`config.mk`:
```
export PLATFORM = sky130hd
export DESIGN_NAME = cmd_arbiter_flat
export DESIGN_NICKNAME = d
export VERILOG_FILES = /design/src/rtl/cmd_arbiter_pkg.sv /design/src/rtl/cmd_arbiter_if.sv /design/src/rtl/cmd_arbiter_rr_pick.sv /design/src/rtl/cmd_arbiter.sv /design/src/flat_wrapper.sv
export SDC_FILE = /design/constraint.sdc
export NUM_CORES = 1
export LEC_CHECK = 0
export CORE_AREA = 5 5 233 235
export DETAILED_ROUTE_END_ITERATION = 7
export DIE_AREA = 0 0 238 240
export SLEW_MARGIN = 5
export SYNTH_ARGS = -nofsm -noshare
export SYNTH_HDL_FRONTEND = slang
export SYNTH_SLANG_ARGS = --single-unit
```
`constraint.sdc`:
```
create_clock -name clk -period 7.8 [get_ports clk]
set_input_delay 1.95 -clock clk [delete_from_list [all_inputs] [get_ports clk]]
set_output_delay 1.95 -clock clk [all_outputs]
set_load 0.05 [all_outputs]
```
`src/rtl/cmd_arbiter_pkg.sv`:
```
// Shared controller definitions: command encodings, wait-counter index mapping
// and the refresh-handling FSM state type used by the command arbiter.
package cmd_arbiter_pkg;

  localparam int CMD_NOP  = 0;
  localparam int CMD_PRE  = 1;
  localparam int CMD_ACT  = 2;
  localparam int CMD_RD   = 3;
  localparam int CMD_WR   = 4;
  localparam int CMD_RDA  = 5;
  localparam int CMD_WRA  = 6;
  localparam int CMD_PREA = 7;

  localparam logic [1:0] CIDX_PRE = 2'd0;
  localparam logic [1:0] CIDX_ACT = 2'd1;
  localparam logic [1:0] CIDX_RD  = 2'd2;
  localparam logic [1:0] CIDX_WR  = 2'd3;

  typedef enum logic [1:0] {
    NORMAL,
    DRAIN,
    WAIT
  } arb_state_t;

  typedef struct packed {
    logic       ok;
    logic       col;
    logic       act;
    logic [1:0] idx;
  } cmd_class_t;

  // NOP, PREA and unknown encodings come back with ok=0, so they can never be granted
  function automatic cmd_class_t classify(input logic [7:0] cmd, pre, act, rd, wr, rda, wra);
    cmd_class_t c;
    c = '0;
    if (cmd == pre) begin
      c.ok  = 1'b1;
      c.idx = CIDX_PRE;
    end else if (cmd == act) begin
      c.ok  = 1'b1;
      c.act = 1'b1;
      c.idx = CIDX_ACT;
    end else if (cmd == rd || cmd == rda) begin
      c.ok  = 1'b1;
      c.col = 1'b1;
      c.idx = CIDX_RD;
    end else if (cmd == wr || cmd == wra) begin
      c.ok  = 1'b1;
      c.col = 1'b1;
      c.idx = CIDX_WR;
    end
    return c;
  endfunction

endpackage

```
`src/rtl/cmd_arbiter_if.sv`:
```
// Per-bank requester handshake bundle between the bank machines and the arbiter.
interface cmd_arbiter_if #(
  parameter int NUM_REQ        = 16,
  parameter int CMD_TYPE_WIDTH = 3
) ();

  logic [NUM_REQ-1:0]                     req_valid_i;
  logic [NUM_REQ-1:0][CMD_TYPE_WIDTH-1:0] req_cmd_i;
  logic [NUM_REQ-1:0]                     req_ready_o;

  modport master (output req_valid_i, req_cmd_i, input req_ready_o);
  modport slave  (input req_valid_i, req_cmd_i, output req_ready_o);

endinterface

```
`src/rtl/cmd_arbiter_rr_pick.sv`:
```
// Rotate-priority search: returns the first set request at or after ptr,
// wrapping around to the lowest set request below ptr.
module rr_pick #(
  parameter int N  = 16,
  parameter int PW = 5
) (
  input  logic [N-1:0]  req,
  input  logic [PW-1:0] ptr,
  output logic          found,
  output logic [PW-1:0] idx
);

  logic          hi_found;
  logic [PW-1:0] hi_idx;
  logic [PW-1:0] lo_idx;

  // Descending scan so the lowest qualifying index is the one that sticks
  always_comb begin
    found    = 1'b0;
    hi_found = 1'b0;
    hi_idx   = '0;
    lo_idx   = '0;
    for (int j = N - 1; j >= 0; j--) begin
      if (req[j]) begin
        found  = 1'b1;
        lo_idx = PW'(j);
        if (j >= int'(ptr)) begin
          hi_found = 1'b1;
          hi_idx   = PW'(j);
        end
      end
    end
    idx = hi_found ? hi_idx : lo_idx;
  end

endmodule

```
`src/rtl/cmd_arbiter.sv`:
```
// Per-bank DRAM command arbiter: one zero-latency grant per cycle, column
// commands first, round-robin within a class, plus refresh drain / PREA handling.
module cmd_arbiter
  import cmd_arbiter_pkg::*;
#(
  parameter int NUM_RNK               = 1,
  parameter int NUM_BG                = 4,
  parameter int NUM_BNK               = 4,
  parameter int RNK_SEL_WIDTH         = 1,
  parameter int BG_SEL_WIDTH          = 2,
  parameter int BNK_SEL_WIDTH         = 2,
  parameter int CMD_TYPE_WIDTH        = 3,
  parameter int NOP_BITS              = CMD_NOP,
  parameter int PRE_BITS              = CMD_PRE,
  parameter int ACT_BITS              = CMD_ACT,
  parameter int RD_BITS               = CMD_RD,
  parameter int WR_BITS               = CMD_WR,
  parameter int RDA_BITS              = CMD_RDA,
  parameter int WRA_BITS              = CMD_WRA,
  parameter int PREA_BITS             = CMD_PREA,
  parameter int TIME_CONSTRAINT_WIDTH = 8
) (
  input  logic                                                    clk,
  input  logic                                                    rst,
  cmd_arbiter_if.slave                                            req_if,
  input  logic [NUM_RNK*NUM_BG*NUM_BNK-1:0][3:0][TIME_CONSTRAINT_WIDTH-1:0] cmd_counter_i,
  input  logic [NUM_RNK-1:0][3:0]                                 faw_valid_i,
  input  logic                                                    ref_req_i,
  input  logic [RNK_SEL_WIDTH-1:0]                                ref_rnk_i,
  output logic                                                    ref_ack_o,
  output logic [CMD_TYPE_WIDTH-1:0]                               sel_cmd_o,
  output logic [RNK_SEL_WIDTH-1:0]                                sel_rnk_o,
  output logic [BG_SEL_WIDTH-1:0]                                 sel_bg_o,
  output logic [BNK_SEL_WIDTH-1:0]                                sel_bnk_o
);

  localparam int NUM_REQ       = NUM_RNK * NUM_BG * NUM_BNK;
  localparam int BANKS_PER_RNK = NUM_BG * NUM_BNK;
  localparam int PW            = RNK_SEL_WIDTH + BG_SEL_WIDTH + BNK_SEL_WIDTH;
  localparam int IW            = (NUM_REQ > 1) ? $clog2(NUM_REQ) : 1;

  arb_state_t         state, state_nx;
  logic [PW-1:0]      rr_ptr;
  logic               ref_ack;
  logic [NUM_REQ-1:0] elig, is_col, pre_busy;
  logic [NUM_REQ-1:0] col_req, row_req;
  logic               col_found, row_found, grant, pre_clear, prea_issue, normal;
  logic [PW-1:0]      col_idx, row_idx, gidx;
  logic [IW-1:0]      gsel;

  for (genvar g = 0; g < NUM_REQ; g++) begin : g_req
    cmd_class_t cls;
    assign cls = classify(8'(req_if.req_cmd_i[g]), 8'(PRE_BITS), 8'(ACT_BITS),
                          8'(RD_BITS), 8'(WR_BITS), 8'(RDA_BITS), 8'(WRA_BITS));
    assign elig[g] = req_if.req_valid_i[g] && cls.ok
                     && (cmd_counter_i[g][cls.idx] == '0)
                     && !(cls.act && (faw_valid_i[g / BANKS_PER_RNK] == 4'hF));
    assign is_col[g]   = cls.col;
    assign pre_busy[g] = (cmd_counter_i[g][CIDX_PRE] != '0)
                         && ((g / BANKS_PER_RNK) == int'(ref_rnk_i));
  end

  assign normal  = (state == NORMAL) && !rst;
  assign col_req = elig & is_col & {NUM_REQ{normal}};
  assign row_req = elig & ~is_col & {NUM_REQ{normal}};

  rr_pick #(.N(NUM_REQ), .PW(PW)) u_col_pick (
    .req(col_req), .ptr(rr_ptr), .found(col_found), .idx(col_idx)
  );

  rr_pick #(.N(NUM_REQ), .PW(PW)) u_row_pick (
    .req(row_req), .ptr(rr_ptr), .found(row_found), .idx(row_idx)
  );

  assign grant      = col_found || row_found;
  assign gidx       = col_found ? col_idx : row_idx;
  assign gsel       = gidx[IW-1:0];
  assign pre_clear  = ~|pre_busy;
  assign prea_issue = !rst && (state == DRAIN) && ref_req_i && pre_clear;
  assign ref_ack_o  = ref_ack && !rst;

  // Grants only happen in NORMAL, so a grant and a PREA never collide
  always_comb begin
    req_if.req_ready_o = '0;
    sel_cmd_o          = CMD_TYPE_WIDTH'(NOP_BITS);
    sel_rnk_o          = '0;
    sel_bg_o           = '0;
    sel_bnk_o          = '0;
    if (grant) begin
      req_if.req_ready_o[gsel] = 1'b1;
      sel_cmd_o = req_if.req_cmd_i[gsel];
      sel_rnk_o = gidx[BNK_SEL_WIDTH+BG_SEL_WIDTH +: RNK_SEL_WIDTH];
      sel_bg_o  = gidx[BNK_SEL_WIDTH +: BG_SEL_WIDTH];
      sel_bnk_o = gidx[BNK_SEL_WIDTH-1:0];
    end else if (prea_issue) begin
      sel_cmd_o = CMD_TYPE_WIDTH'(PREA_BITS);
      sel_rnk_o = ref_rnk_i;
    end
  end

  always_comb begin
    state_nx = state;
    case (state)
      NORMAL:  if (ref_req_i) state_nx = DRAIN;
      DRAIN: begin
        if (!ref_req_i)     state_nx = NORMAL;
        else if (pre_clear) state_nx = WAIT;
      end
      WAIT:    if (!ref_req_i) state_nx = NORMAL;
      default: state_nx = NORMAL;
    endcase
  end

  always_ff @(posedge clk) begin
    if (rst) begin
      state   <= NORMAL;
      rr_ptr  <= '0;
      ref_ack <= 1'b0;
    end else begin
      state   <= state_nx;
      ref_ack <= (state_nx == WAIT);
      if (grant) begin
        rr_ptr <= (gidx == PW'(NUM_REQ - 1)) ? '0 : gidx + PW'(1);
      end
    end
  end

endmodule
```
`src/flat_wrapper.sv`:
```
// flat-port wrapper written by rule: the top's interface ports become plain ports
module cmd_arbiter_flat import cmd_arbiter_pkg::*;
#(
  parameter int NUM_RNK               = 1,
  parameter int NUM_BG                = 4,
  parameter int NUM_BNK               = 4,
  parameter int RNK_SEL_WIDTH         = 1,
  parameter int BG_SEL_WIDTH          = 2,
  parameter int BNK_SEL_WIDTH         = 2,
  parameter int CMD_TYPE_WIDTH        = 3,
  parameter int NOP_BITS              = CMD_NOP,
  parameter int PRE_BITS              = CMD_PRE,
  parameter int ACT_BITS              = CMD_ACT,
  parameter int RD_BITS               = CMD_RD,
  parameter int WR_BITS               = CMD_WR,
  parameter int RDA_BITS              = CMD_RDA,
  parameter int WRA_BITS              = CMD_WRA,
  parameter int PREA_BITS             = CMD_PREA,
  parameter int TIME_CONSTRAINT_WIDTH = 8
)
  (clk, rst, cmd_counter_i, faw_valid_i, ref_req_i, ref_rnk_i, ref_ack_o, sel_cmd_o, sel_rnk_o, sel_bg_o, sel_bnk_o, req_if_req_valid_i, req_if_req_cmd_i, req_if_req_ready_o);
  cmd_arbiter_if #(.CMD_TYPE_WIDTH(CMD_TYPE_WIDTH)) req_if_i ();
  input  logic clk;
  input  logic rst;
  input  logic [NUM_RNK*NUM_BG*NUM_BNK-1:0][3:0][TIME_CONSTRAINT_WIDTH-1:0] cmd_counter_i;
  input  logic [NUM_RNK-1:0][3:0] faw_valid_i;
  input  logic ref_req_i;
  input  logic [RNK_SEL_WIDTH-1:0] ref_rnk_i;
  output logic ref_ack_o;
  output logic [CMD_TYPE_WIDTH-1:0] sel_cmd_o;
  output logic [RNK_SEL_WIDTH-1:0] sel_rnk_o;
  output logic [BG_SEL_WIDTH-1:0] sel_bg_o;
  output logic [BNK_SEL_WIDTH-1:0] sel_bnk_o;
  input wire logic [$bits(req_if_i.req_valid_i)-1:0] req_if_req_valid_i;
  input wire logic [$bits(req_if_i.req_cmd_i)-1:0] req_if_req_cmd_i;
  output wire logic [$bits(req_if_i.req_ready_o)-1:0] req_if_req_ready_o;
  assign req_if_i.req_valid_i = req_if_req_valid_i;
  assign req_if_i.req_cmd_i = req_if_req_cmd_i;
  assign req_if_req_ready_o = req_if_i.req_ready_o;
  cmd_arbiter #(.NUM_RNK(NUM_RNK), .NUM_BG(NUM_BG), .NUM_BNK(NUM_BNK), .RNK_SEL_WIDTH(RNK_SEL_WIDTH), .BG_SEL_WIDTH(BG_SEL_WIDTH), .BNK_SEL_WIDTH(BNK_SEL_WIDTH), .CMD_TYPE_WIDTH(CMD_TYPE_WIDTH), .NOP_BITS(NOP_BITS), .PRE_BITS(PRE_BITS), .ACT_BITS(ACT_BITS), .RD_BITS(RD_BITS), .WR_BITS(WR_BITS), .RDA_BITS(RDA_BITS), .WRA_BITS(WRA_BITS), .PREA_BITS(PREA_BITS), .TIME_CONSTRAINT_WIDTH(TIME_CONSTRAINT_WIDTH)) u_core (.clk(clk), .rst(rst), .req_if(req_if_i), .cmd_counter_i(cmd_counter_i), .faw_valid_i(faw_valid_i), .ref_req_i(ref_req_i), .ref_rnk_i(ref_rnk_i), .ref_ack_o(ref_ack_o), .sel_cmd_o(sel_cmd_o), .sel_rnk_o(sel_rnk_o), .sel_bg_o(sel_bg_o), .sel_bnk_o(sel_bnk_o));
endmodule
```
* Yosys cells after proc, flatten, opt, wreduce, memory -nomap -nowiden
Cells that the tools add are included.
Word-level totals: flip-flop bits (word level) 8, bits of input ports 584, output and inout port bits 25, word-level logic and storage cells 718
Cells by class: add/sub/neg operators 1, order comparisons 34, equality and inequality tests 101, mux-type cells 402, bitwise logic cells 6, reductions and logical operators 171
Operators with widths (count):
- two-way mux 5 bit | 95
- binary-select mux 8 bit (select 2 bit) | 16
- two-way mux 2 bit | 102
- two-way mux 1 bit | 162
- == test 3 bit (second input constant) | 48
- logical NOT 8 bit | 16
- two-way mux 8 bit | 16
- nonzero test 8 bit | 16
- == test 3 x 2 -> 1 bit (second input constant) | 32
- logical AND 1 bit | 86
- AND 16 bit | 4
- == test 3 x 1 -> 1 bit (second input constant) | 16
- < comparator 2 x 3 -> 1 bit (second input constant) | 16
- >= comparator 4 x 5 -> 1 bit (first input constant) | 8
- logical OR 1 bit | 33
- >= comparator 3 x 5 -> 1 bit (first input constant) | 4
- logical NOT 1 bit | 18
- two-way mux 16 bit | 1
- two-way mux 4 bit | 4
- NOT 16 bit | 1
- OR reduction 16 bit | 1
- binary-select mux 3 bit (select 4 bit) | 1
- >= comparator 1 x 5 -> 1 bit (first input constant) | 2
- >= comparator 2 x 5 -> 1 bit (first input constant) | 2
- 12 further kinds | 15

* Logic depth before layout (Yosys ltp)
Gate-level depths: netlist of run 1.
depth after elaboration 51, mapped depth 19, depth with buffers taken out 15

* Modules after synthesis
From an unflattened synthesis of run 1, not the netlist that was laid out.
Unflattened totals: cells, all modules 778, area, all modules 4725.8 um^2
Modules (own cells, without submodules):
- cmd_arbiter | times used 1, cells each 556, area each 3404.5 um^2, sequential area each 160.2 um^2
- rr_pick | times used 2, cells each 111, area each 660.6 um^2, sequential area each 0.0 um^2

* Least setup slack after synthesis of run 1
OpenSTA, ideal clock, no wires.
path kind in2out, start in cmd_counter_i[476] (netlist bit), end out sel_cmd_o[1], arrival 6.439 ns, required time 5.850 ns, path slack -0.589 ns, stages 14, buffers on the path 2, cell sequence or4_1 > or4_1 > a41oi_2 > nand2_1 > a311oi_1 > o211ai_1 > a41o_1 > a221o_1 > and2_4 > buf_6 > buf_12 > nand2_1 > o21ai_0 > o41ai_1
On the way: cells in the longest elaborated chain, start to end 41, elaborated cells between the ends (all ways) 192, those cells by class 184 x mux; 4 x bitwise; 4 x reduce/logical
Ends and longest elaborated chain:
- start: declaration | RTL line flat_wrapper.sv:25 | input logic [NUM_RNK*NUM_BG*NUM_BNK-1:0][3:0][TIME_CONSTRAINT_WIDTH-1:0] cmd_counter_i;
- binary-select mux 8 bit (select 2 bit) * | RTL line cmd_arbiter.sv:56 | && (cmd_counter_i[g][cls.idx] == '0)
- two-way mux 8 bit (implied by the code) * | RTL line cmd_arbiter.sv:56
- logical NOT 8 bit * | RTL line cmd_arbiter.sv:56
- logical AND 1 bit * | RTL line cmd_arbiter.sv:56
- logical AND 1 bit * | RTL line cmd_arbiter.sv:57 | && !(cls.act && (faw_valid_i[g / BANKS_PER_RNK] == 4'hF));
- AND 16 bit (on tied branches) (2 in series) | RTL line cmd_arbiter.sv:65, cmd_arbiter.sv:64
- two-way mux 5 bit or two-way mux 1 bit (tied branches) | RTL line cmd_arbiter_rr_pick.sv:24 | if (req[j]) begin
- two-way mux 5 bit or two-way mux 1 bit (tied branches) | RTL line cmd_arbiter_rr_pick.sv:27 | if (j >= int'(ptr)) begin
- [... 24 more ...]
- two-way mux 5 bit or two-way mux 1 bit (tied branches) | RTL line cmd_arbiter_rr_pick.sv:24
- two-way mux 5 bit or two-way mux 1 bit (tied branches) | RTL line cmd_arbiter_rr_pick.sv:27
- two-way mux 5 bit or two-way mux 1 bit (tied branches) | RTL line cmd_arbiter_rr_pick.sv:24
- two-way mux 5 bit | RTL line cmd_arbiter_rr_pick.sv:33 | idx = hi_found ? hi_idx : lo_idx;
- two-way mux 5 bit | RTL line cmd_arbiter.sv:76 | assign gidx = col_found ? col_idx : row_idx;
- binary-select mux 3 bit (select 4 bit) | RTL line cmd_arbiter.sv:91 | sel_cmd_o = req_if.req_cmd_i[gsel];
- two-way mux 3 bit (implied by the code) | RTL line cmd_arbiter.sv:91
- two-way mux 3 bit * | RTL line cmd_arbiter.sv:89 | if (grant) begin
- end: declaration | RTL line flat_wrapper.sv:30 | output logic [CMD_TYPE_WIDTH-1:0] sel_cmd_o;
Every way passes the cells marked *; elsewhere a longest branch is shown, timed or not. The select of a mux whose other input is x is not followed.

* Worst setup path after layout of run 1
start in cmd_counter_i[481] (netlist bit), end out sel_cmd_o[2]
On the way: cells in the longest elaborated chain, start to end 43, elaborated cells between the ends (all ways) 210, those cells by class 197 x mux; 4 x bitwise; 9 x reduce/logical
Ends and longest elaborated chain (RTL line):
- binary-select mux 8 bit (select 2 bit) | cmd_arbiter.sv:56
- two-way mux 8 bit (implied by the code) | cmd_arbiter.sv:56
- logical NOT 8 bit | cmd_arbiter.sv:56
- logical AND 1 bit | cmd_arbiter.sv:56
- logical AND 1 bit | cmd_arbiter.sv:57
- AND 16 bit (on tied branches) (2 in series) | cmd_arbiter.sv:65, cmd_arbiter.sv:64
- two-way mux 5 bit (tied with other cells) | cmd_arbiter_rr_pick.sv:24
- two-way mux 5 bit or two-way mux 1 bit (tied branches) | cmd_arbiter_rr_pick.sv:27
- [... 26 more ...]
- two-way mux 5 bit or two-way mux 1 bit (tied branches) | cmd_arbiter_rr_pick.sv:24
- two-way mux 5 bit or two-way mux 1 bit (tied branches) | cmd_arbiter_rr_pick.sv:27
- two-way mux 5 bit or two-way mux 1 bit (tied branches) | cmd_arbiter_rr_pick.sv:24
- two-way mux 5 bit | cmd_arbiter_rr_pick.sv:33
- two-way mux 5 bit | cmd_arbiter.sv:76
- binary-select mux 3 bit (select 4 bit) | cmd_arbiter.sv:91
- two-way mux 3 bit (implied by the code) | cmd_arbiter.sv:91
- two-way mux 3 bit * | cmd_arbiter.sv:89
Marked as above.

==> results.tsv, run 1 <==
metric	value	unit
status	completed	
ys_seq_area_share	2.94	%
fin_total_pwr	0.733	mW
grtUsageTotal	16.4	%
crit_top_cell	buf_4	
gp_routability_congestion	0.993	
vias	10200	
synthTopCellsByArea	nor4_1 (12%), nand4_1 (6.3%), nor2_1 (6.1%), nand3_1 (5.7%), nand2_1 (5.2%)	
fin_skew	0.836	ps
critPathArrivalTime	5820	ps
root_buffer	clkbuf_16	
clock_sinks	7	
nNetsFinal	2238	
synth.distinct_cells	73	
crit_start	cmd_counter_i[481]	
cp_max_fo	3	
die_h	240	um
dp_hpwl	46000	um
grt_pass1_vias	11100	
setup_viol	0	
synth_edf_count	0	
period_share	99.7	%
syn_avg_cell_area	6.32	sq um
cp_cell_sequence	clkdlybuf4s50_1 -> nor4_2 -> buf_4 -> nand4_1 -> nand4_1 -> buf_4 -> a22oi_2 -> nor3b_4 -> buf_4 -> nor2b_1 -> o21ai_1 -> a31o_2 -> a32oi_4 -> buf_6 -> mux2_2 -> o21ai_2 -> a2111oi_2 -> or3_4 -> buf_8	
post_synth_instance_area	4770	sq um
fmax	0.129	GHz
drtPass1Iterations	5	
cts_tree	done	
worst_pin_slew	932	ps
rsz0062_at_grt	true	
syn-num-nets	1342	
yosys.area.top_type_share	11.8	%
leakagePower	6.34	nW
fillCellCount	5585	
ant_nets	0	
cts_hold_buffers	0	
slew_headroom	37.4	%
hp-class	flip-flop to flip-flop	
fin_crit	7770	ps
core	52000	sq um
finalHoldWorstSlack	651	ps
synth_area_leader_cell	nor4_1	
hp-start	u_core.state[0]$_SDFF_PP0_	
yosysWarningCount	0	
critical_path_required	5850	ps
finalMaxSlewViolations	0	
critPathKind	input port to output port	
peakVddDrop	40.8	uV
routed_via_density	4.37	
grt_antenna_before_repair	14	
grt_pass1_wl	70200	um
yosysMostFrequentCell	nor4_1	
power_density	47.2	nW/um^2
path_delay_family	buffers and inverters	
place_inst	2297	
start_util	9.17	%
async_flop_share	0	%
die-area	57100	sq um
r2r_start	u_core.state[1]$_SDFF_PP0_	
final_cells	2343	
max_stage_delay	480	ps
wl	51500	um
die_x	238	um
grt_max_degree	13	
setup-tns-final	0	ps
ys.flop_type	dfxtp_1	
drc	0	
grt_overflow	0	
ys_ff_latch	7	
port_buffers	608	
drt_iter0_drc	415	
synth_common_cells	nor4_1 (90), nor2_1 (77), nand2_1 (66), nand3_1 (54), nand4_1 (48)	
maxCapViolCount	0	
num_rows	84	
clk_path_buf_depth	2	
worstSkewPairLatency	230	ps
area_growth	226	%
crit_path_end_kind	output port	
critPathSlowestCell	clkdlybuf4s50_1	
drive_gt1_share	32.7	%
synth_cells	754	
path_buf_inv	6	
crit_path_start_kind	input port	
wl_per_cell	22.0	um
htree_levels	1	
clk_pin_slew_worst_paths	40	ps
hold_violations	0	
cts_buffers	3	
ios	609	
[metal layers]
layer	global-route usage [%]	vias up	part of all wire [%]
li1	-	4881	-
met1	18.5	4758	38
met2	31.1	500	52
met3	2.83	84	6.6
met4	5.58	12	3.8
met5	0	-	0.13
[worst min-delay path, delay by kind of cell (launching register included)]
kind,cells,cell delay [ps]
buffers and inverters,1,120
DFF,1,330
and+or+nand+nor,2,150
[through the flow]
stage / util [%] / setup slack (ps) / cell area (sq um)
2_1_floorplan: - / 11.2 / 4780
3_3_place_gp: 26.5 / -777 / 13800
3_5_place_dp: 26.5 / -748 / 13800
4_1_cts: 28.1 / 1.50 / 14600
5_1_grt: 29.8 / -68.0 / 15500
6_report: 29.8 / 27.0 / 15500
[sequential cells by signal, summed over array words and instances (netlist names)]
signal,cells
u_core.rr_ptr,4
u_core.state,2
u_core.ref_ack,1
[final cells by class]
class	count	area (sq um)	area share [%]
Antenna cell	6	15.0	0.0967
Clock buffer	3	75.1	0.483
Tap cell	688	861	5.54
Inverter	17	63.8	0.411
Clock inverter	1	5.00	0.0322
Timing Repair Buffer	913	8690	56.0
Sequential cell	7	140	0.902
Multi-Input combinational cell	708	5680	36.5
[worst paths after layout]
| path | to | slack (ps) | cells past startpoint |
|---|---|---|---|
| min | u_core.state[0]$_SDFF_PP0_ | 650 | 3 |
| min reg2reg | u_core.state[0]$_SDFF_PP0_ | 650 | 3 |
| max | sel_cmd_o[2] | 30 | 19 |
| max reg2reg | u_core.rr_ptr[0]$_SDFFE_PP0P_ | 3900 | 20 |
[power breakdown]
group / internal [mW] / switching, mW
sequential: 0.0375 / 0.00417
combinational: 0.381 / 0.223
clock: 0.0672 / 0.0198
[placed cells by master, fill, tap and decap left out, drive strengths merged, types with 17 or more instances in the layout]
| cell type | count |
|---|---|
| nor4b | 25 |
| nor4 | 91 |
| buf | 332 |
| inv | 17 |
| nand4 | 48 |
| nor3 | 28 |
| nand2 | 66 |
| nor2 | 77 |
| nand3 | 54 |
| dlymetal6s2s | 52 |
| a21oi | 34 |
| clkdlybuf4s50 | 483 |
| dlygate4sd2 | 34 |
| o21ai | 29 |
[cell families (layout without fill, tap and decap cells)]
family	Yosys count	in the layout	synth area share, %
simple gates	484	485	57.2
compound gates	179	179	26.6
mux	23	23	5.27
fa+ha+maj	4	4	1.05
other cells	0	6	0
buf+inv	40	934	3.80
xor+xnor	17	17	3.12
flops	7	7	2.94
[timing repair]
item	4_1_cts	5_1_grt
pin swaps	69	96
cloned	1	0
endpoints found under the setup margin	21	19
setup buffers	16	22
resized for setup	209	188
Power figures use the tool's default switching activity.
==> inputs of run 2 (changes only) <==
Settings changed: CORE_AREA 5 5 233 235 to 5 5 232 234, DIE_AREA 0 0 238 240 to 0 0 237 239, SYNTH_HIERARCHICAL from default to 1.
==> run 2 against run 1 <==
  * The flow now finishes with violations (setup timing)
  * Sequential cell count is 1 higher
  * Sequential power increased by 42%
  * Clock power is 2% lower
  * Area after synthesis fell by 0.89%
  * Largest power group unchanged
==> results.tsv, run 2 <==
metric	value	unit	change
wl	56000	um	+8.7%
dp_hpwl	50300	um	+9.4%
setup_viol	2		+2
drc	0		unchanged
pwr-share-clk	9.9	%	-2.0 points
multi_input_area	5540	sq um	-2.4%
regArea	160	sq um	+14%
post_synth_instance_area	4730	sq um	-0.89%
hp-start	u_core/state[1]$_SDFF_PP0_		
wl_per_cell	24.1	um	+9.9%
num_rows	84		unchanged
syn_avg_cell_area	6.07	sq um	-3.9%
grt_pass1_wl	75700	um	+7.7%
power_density	57.8	nW/um^2	+22%
start_util	9.12	%	-0.045 points
finalHoldWorstSlack	562	ps	-89.0 ps
synth_common_cells	nor2_1 (142), nor4_1 (102), nand2_1 (74), a21oi_1 (44), nand4_1 (32)		
routed_via_density	4.31		-1.2%
grt_antenna_before_repair	28		+14
ys_ff_latch	8		+1
finalMaxSlewViolations	0		unchanged
htree_levels	1		unchanged
fmax	0.128	GHz	-0.88%
grtUsageTotal	18.3	%	+1.9 points
swShare	38.1	%	+4.4 points
synth.distinct_cells	68		-6.8%
violations	setup timing		
die-area	56600	sq um	-0.84%
fin_crit	7840	ps	+69.0 ps
async_flop_share	0	%	unchanged
synth_edf_count	0		unchanged
root_buffer	clkbuf_16		
ys_seq_area_share	3.39	%	+0.45 points
critPathKind	input port to output port		
synth_area_leader_cell	nor4_1		
largest_reg_flops	5		+1
status	finished, violations left		
period_share	101	%	+0.88 points
seq_power_share	6.9	%	+1.2 points
final_cell_mix	clkdlybuf4s50_1 (500), buf_4 (245), nor2_1 (121)		
internal-power	0.535	mW	+10%
grt_max_degree	24		+11
worstSkewPairLatency	230	ps	about the same
fin_total_pwr	0.865	mW	+18%
crit_path_start_kind	input port		
drt_iter0_drc	499		+20%
leakagePower	5.71	nW	-9.9%
gp_routability_congestion	0.969		-2.4%
cts_tree	done		
grt_overflow	0		unchanged
synthTopCellsByArea	nor4_1 (14%), nor2_1 (11%), nand2_1 (5.9%), a21oi_1 (4.7%), nand4_1 (4.2%)		
ys.flop_type	dfxtp_1		
max_flop_register	u_core/rr_ptr		
clk_pin_slew_worst_paths	40	ps	about the same
r2r_start	u_core/state[1]$_SDFF_PP0_		
power_switching	0.330	mW	+33%
yosysWarningCount	6		+6
yosys.area.top_type_share	13.5	%	+1.7 points
crit_path_end_kind	output port		
crit_start	cmd_counter_i[250]		
core	51800	sq um	-0.40%
grt_pass1_vias	11000		-1.6%
maxCapViolCount	0		unchanged
die_h	239	um	-0.42%
fillCellCount	5546		-0.70%
synth_cells	778		+3.2%
hold_violations	0		unchanged
cts_buffers	3		unchanged
cts_hold_buffers	0		unchanged
final_area	15000	sq um	-3.6%
rrSetupSlack	3870	ps	-30 ps
cp_max_fo	12		+9
reg.largest.list	u_core/rr_ptr x5, u_core/state x2, u_core/ref_ack x1		
layout_setup_ws	-41.9	ps	-69.0 ps
critPathArrivalTime	5890	ps	+70 ps
worst_pin_slew	1170	ps	+242 ps
fin_skew	0.895	ps	+0.0583 ps
area_growth	217	%	
setup-tns-final	-53.8	ps	-53.8 ps
ant_nets	0		unchanged
layout_commonest_cell	clkdlybuf4s50_1		
power_frac_comb	83.2	%	+0.8 points
syn-num-nets	1366		+1.8%
ios	609		unchanged
clk_path_buf_depth	2		unchanged
nNetsFinal	2211		-1.2%
port_buffers	608		unchanged
yosysMostFrequentCell	nor2_1		
vias	10000		-2.3%
peakVddDrop	43.7	uV	+7.1%
drive_gt1_share	29.7	%	-3.0 points
clock_sinks	8		+1
placed_cell_area	13400	sq um	-2.8%
rsz0062_at_grt	true		
slew_headroom	21.3	%	-16 points
drtPass1Iterations	5		unchanged
hp-class	flip-flop to flip-flop		
critical_path_required	5850	ps	about the same
die_x	237	um	-0.42%
run 2: cell type report:
cell class                      instances  area share (%)
Antenna cell                            9           0.150
Timing Repair Buffer                  865            54.9
Multi-Input combinational cell        719            37.0
Clock buffer                            3           0.502
Tap cell                              688            5.75
Sequential cell                         8            1.07
Inverter                               26           0.652
run 2: per-layer routing:
layer / GRT usage (%) / part of all wire (%) / up-vias
met5: 0 / 0.22 / -
li1: - / - / 4741
met4: 4.06 / 2.3 / 20
met3: 5.00 / 8.8 / 76
met2: 32.2 / 48 / 539
met1: 22.4 / 41 / 4625
run 2: power by group through the flow:
stage                     combinational (mW)  clock (mW)  sequential (mW)
after global routing                   0.760      0.0887           0.0600
after floorplan                        0.170           0           0.0490
after detailed placement               0.658           0           0.0583
after global placement                 0.658           0           0.0587
after CTS                              0.707      0.0863           0.0588
final                                  0.720      0.0855           0.0594
run 2: per-stage QoR:
step	cells	util (%)	setup slack, ps
6_report	2318	28.9	-41.9
3_3_place_gp	2282	25.9	-872
5_1_grt	2313	28.9	-198
4_1_cts	2302	28.2	0.581
3_5_place_dp	2282	25.9	-876
2_1_floorplan	778	-	-105
run 2: kinds of logic (layout without fill, tap and decap cells):
family | count (synthesis) | count (layout) | synth area share (%)
buf+inv | 51 | 894 | 5.82
other cells | 2 | 11 | 0.159
fa+ha+maj | 4 | 4 | 1.06
mux | 21 | 21 | 4.87
compound gates | 198 | 198 | 29.2
flops | 8 | 8 | 3.39
xor+xnor | 12 | 12 | 2.22
simple gates | 482 | 482 | 53.2
run 2: path summary, 6_finish.rpt:
kind | endpoint | depth (start not counted)
hold / removal | u_core/state[1]$_SDFF_PP0_ | 2
setup reg to reg | u_core/rr_ptr[0]$_SDFFE_PP0N_ | 22
setup / recovery | sel_cmd_o[1] | 20
hold reg to reg | u_core/state[1]$_SDFF_PP0_ | 2
run 2: worst max-delay path, cell delays in order:
cell and delay [ps]:
clkdlybuf4s50_1 410, nor4_2 310, nand4_1 150, a21o_1 200, a221o_1 340, nor2b_1 260, inv_1 90, a21oi_1 180
o21ai_1 120, o31ai_2 80, a31oi_2 150, o22ai_2 210, mux2i_2 110, inv_1 110, buf_12 160, mux2i_2 330
mux2i_1 130, o21ai_1 230, o32ai_4 140, buf_12 230
run 2: what timing repair did:
action | 4_1_cts | 5_1_grt
gates resized for setup | 286 | 63
pin swaps | 127 | 35
setup endpoints to repair | 22 | 19
setup buffers | 24 | 7
==> inputs of run 3 (changes only) <==
Settings changed: ABC_AREA from default to 1, CORE_AREA 5 5 232 234 to 5 5 233 235, DIE_AREA 0 0 237 239 to 0 0 238 240, DONT_BUFFER_PORTS from default to 1, GPL_ROUTABILITY_DRIVEN from default to 0.
==> run 3 against run 2 <==
  * The run now ends clean
  * Global-route usage shrank 3.8 points
  * Die area up 0.84%
  * Via count shrank 24%
  * Power shrank 35%
  * Clock power increased by 0.5%
  * Register-to-register slack better by 370 ps
  * Sequential cell count unchanged
  * Setup slack improved by 380 ps
==> results.tsv, run 3 <==
metric	value	unit	change
ant_nets	0		unchanged
drtPass1Iterations	5		unchanged
cts_tree	done		
power_density	87.6	nW/um^2	+51%
area_growth	28.9	%	
syn-num-nets	1616		+18%
ys_seq_area_share	3.22	%	-0.16 points
use_met1	16.5	%	-6.0 points
regArea	160	sq um	unchanged
grt_pass1_wl	57900	um	-24%
ys.flop_type	dfxtp_1		
crit_start	cmd_counter_i[440]		
setup-tns-final	0	ps	+53.8 ps
status	completed		
critical_path_required	5850	ps	about the same
final_util	12.3	%	-17 points
yosysWarningCount	6		unchanged
synth_cells	1028		+32%
critPathSlowestCell	nor4_1		
final_cells	1766		-24%
synth.distinct_cells	45		-34%
worst-r2r-cell-count	28		+27%
slew_headroom	57.6	%	+36 points
syn_avg_cell_area	4.83	sq um	-20%
worst_r2r_endpoint	u_core/rr_ptr[2]$_SDFFE_PP0N_		
met2_usage	25.7	%	-6.6 points
drive_gt1_share	10.7	%	-19 points
finalMaxSlewViolations	0		unchanged
setup_viol	0		-2
num_rows	84		unchanged
grt_antenna_before_repair	19		-32%
rsz0062_at_grt	false		
routed_via_density	4.32		+0.17%
cts_buffers	3		unchanged
cts_hold_buffers	0		unchanged
htree_levels	1		unchanged
multi_input_area	4230	sq um	-24%
layout_setup_ws	333	ps	+375 ps
clk_pin_slew_worst_paths	40	ps	about the same
max_flop_register	u_core/rr_ptr		
ys_ff_latch	8		unchanged
synth_common_cells	nor2_1 (233), nand2_1 (223), inv_1 (125), nand3_1 (85), nor4_1 (72)		
fin_crit	7470	ps	-375 ps
core	52000	sq um	+0.41%
rrSetupSlack	4240	ps	+370 ps
drc	0		unchanged
hold_violations	0		unchanged
yosys.area.top_type_share	17.6	%	+4.1 points
nNetsFinal	1660		-25%
grt_pass1_vias	7598		-31%
hp-class	flip-flop to flip-flop		
grt_use_met3	5.46	%	+0.46 points
dp_hpwl	42300	um	-16%
wl	45300	um	-19%
fin_skew	2.14	ps	+1.25 ps
peakVddDrop	82.6	uV	+89%
leakagePower	2.54	nW	-56%
grt.busiest_layer	met2		
grt_max_degree	21		-13%
maxCapViolCount	0		unchanged
critPathKind	input port to output port		
period_share	95.7	%	-4.8 points
port_buffers	0		-100%
async_flop_share	0	%	unchanged
clock_sinks	8		unchanged
r2r_start	u_core/state[1]$_SDFF_PP0_		
vias	7632		-24%
place_inst	1755		-23%
dpl_worst_slack	138	ps	+1010 ps
worstSetupEndpoint	sel_cmd_o[0]		
wl_per_cell	25.7	um	+6.4%
die_x	238	um	+0.42%
final_cell_mix	nor2_1 (231), nand2_1 (222), inv_1 (124)		
post-cts-setup-buffer-count	0		-100%
largest_reg_flops	5		unchanged
clk_path_buf_depth	2		unchanged
synth_edf_count	0		unchanged
synth_area_leader_cell	nor2_1		
hp-start	u_core/state[0]$_SDFF_PP0_		
yosysMostFrequentCell	nor2_1		
critPathArrivalTime	5520	ps	-370 ps
root_buffer	clkbuf_16		
drt_iter0_drc	492		-1.4%
die-area	57100	sq um	+0.84%
fin_total_pwr	0.560	mW	-35%
ios	609		unchanged
grt_overflow	0		unchanged
cp_max_fo	8		-4
grtUsageTotal	14.6	%	-3.8 points
die_h	240	um	+0.42%
reg.largest.list	u_core/rr_ptr x5, u_core/state x2, u_core/ref_ack x1		
post_synth_instance_area	4970	sq um	+5.1%
worst_pin_slew	631	ps	-544 ps
synthTopCellsByArea	nor2_1 (18%), nand2_1 (17%), inv_1 (9.4%), nor4_1 (9.1%), nand3_1 (8.6%)		
worstSkewPairLatency	230	ps	about the same
crit_path_start_kind	input port		
fmax	0.134	GHz	+5.0%
crit_path_end_kind	output port		
start_util	9.55	%	+0.42 points
layout_commonest_cell	nor2_1		
fillCellCount	6183		+11%
max_stage_delay	570	ps	+160 ps
==> run 3: changes by cell type after synthesis, moves of 21 or more <==
cell,delta
inv_1,+99
nand2_1,+149
nand3_1,+57
nor2_1,+91
nor3_1,+21
nor4_1,-30
o21ai_0,+23
==> run 3: worst min-delay path by stage <==
stage / cells past startpoint / to / slack, ps
6_report: 1 / u_core/state[0]$_SDFF_PP0_ / 460
3_3_place_gp: 1 / u_core/state[0]$_SDFF_PP0_ / 450
3_5_place_dp: 1 / u_core/state[0]$_SDFF_PP0_ / 450
4_1_cts: 1 / u_core/state[0]$_SDFF_PP0_ / 460
5_1_grt: 1 / u_core/state[0]$_SDFF_PP0_ / 470
2_1_floorplan: 1 / u_core/state[0]$_SDFF_PP0_ / 430
==> run 3: layout make-up <==
| cell class | instances | area share (%) |
|---|---|---|
| antenna | 8 | 0.313 |
| inverter | 142 | 8.44 |
| clock buffer | 3 | 1.17 |
| tap | 688 | 13.4 |
| sequential | 8 | 2.50 |
| timing repair buffer | 50 | 8.01 |
| multi-input combinational | 867 | 66.1 |
==> run 3: through the flow <==
| step | hold WS, ps | area [sq um] |
|---|---|---|
| floorplan | 429 | 4970 |
| global placement | 445 | 6280 |
| detailed placement | 450 | 6280 |
| CTS | 457 | 6350 |
| global route | 470 | 6400 |
| finish | 459 | 6400 |
==> run 3: timing repair <==
item / 4_1_cts / 5_1_grt
resized for setup: 0 / 8
endpoints found under the setup margin: 0 / 18
endpoints found under the hold margin: 0 / 0
==> run 3: report_power, final <==
group          internal (mW)  switching (mW)  leakage [nW]
Clock                 0.0661          0.0198        0.0370
Combinational          0.135           0.277          2.44
Sequential            0.0463          0.0167        0.0657
Total                  0.247           0.313          2.54
==> run 3: routing by layer <==
layer / part of all wire, % / up-vias
met5: 0.17 / -
met4: 3.6 / 12
met3: 11 / 70
met2: 48 / 532
met1: 37 / 3457
li1: - / 3561
==> run 3: critical path, delay by kind of cell <==
| kind | cells | cell delay [ps] |
|---|---|---|
| compound gates | 11 | 1270 |
| buf+inv | 3 | 420 |
| simple gates | 13 | 1830 |
==> run 3: cell families (layout without fill, tap and decap cells) <==
kind of cell             Yosys count  count (layout)  synth area share [%]
buffers and inverters            153             195                  12.2
other                              2              10                 0.151
XOR/XNOR                           6               6                  1.06
adder cells (fa/ha/maj)            4               4                  1.01
multiplexers                       1               1                 0.202
AO/OA/AOI/OAI                    151             151                  18.5
AND/OR/NAND/NOR                  703             703                  63.6
flip-flops                         8               8                  3.22
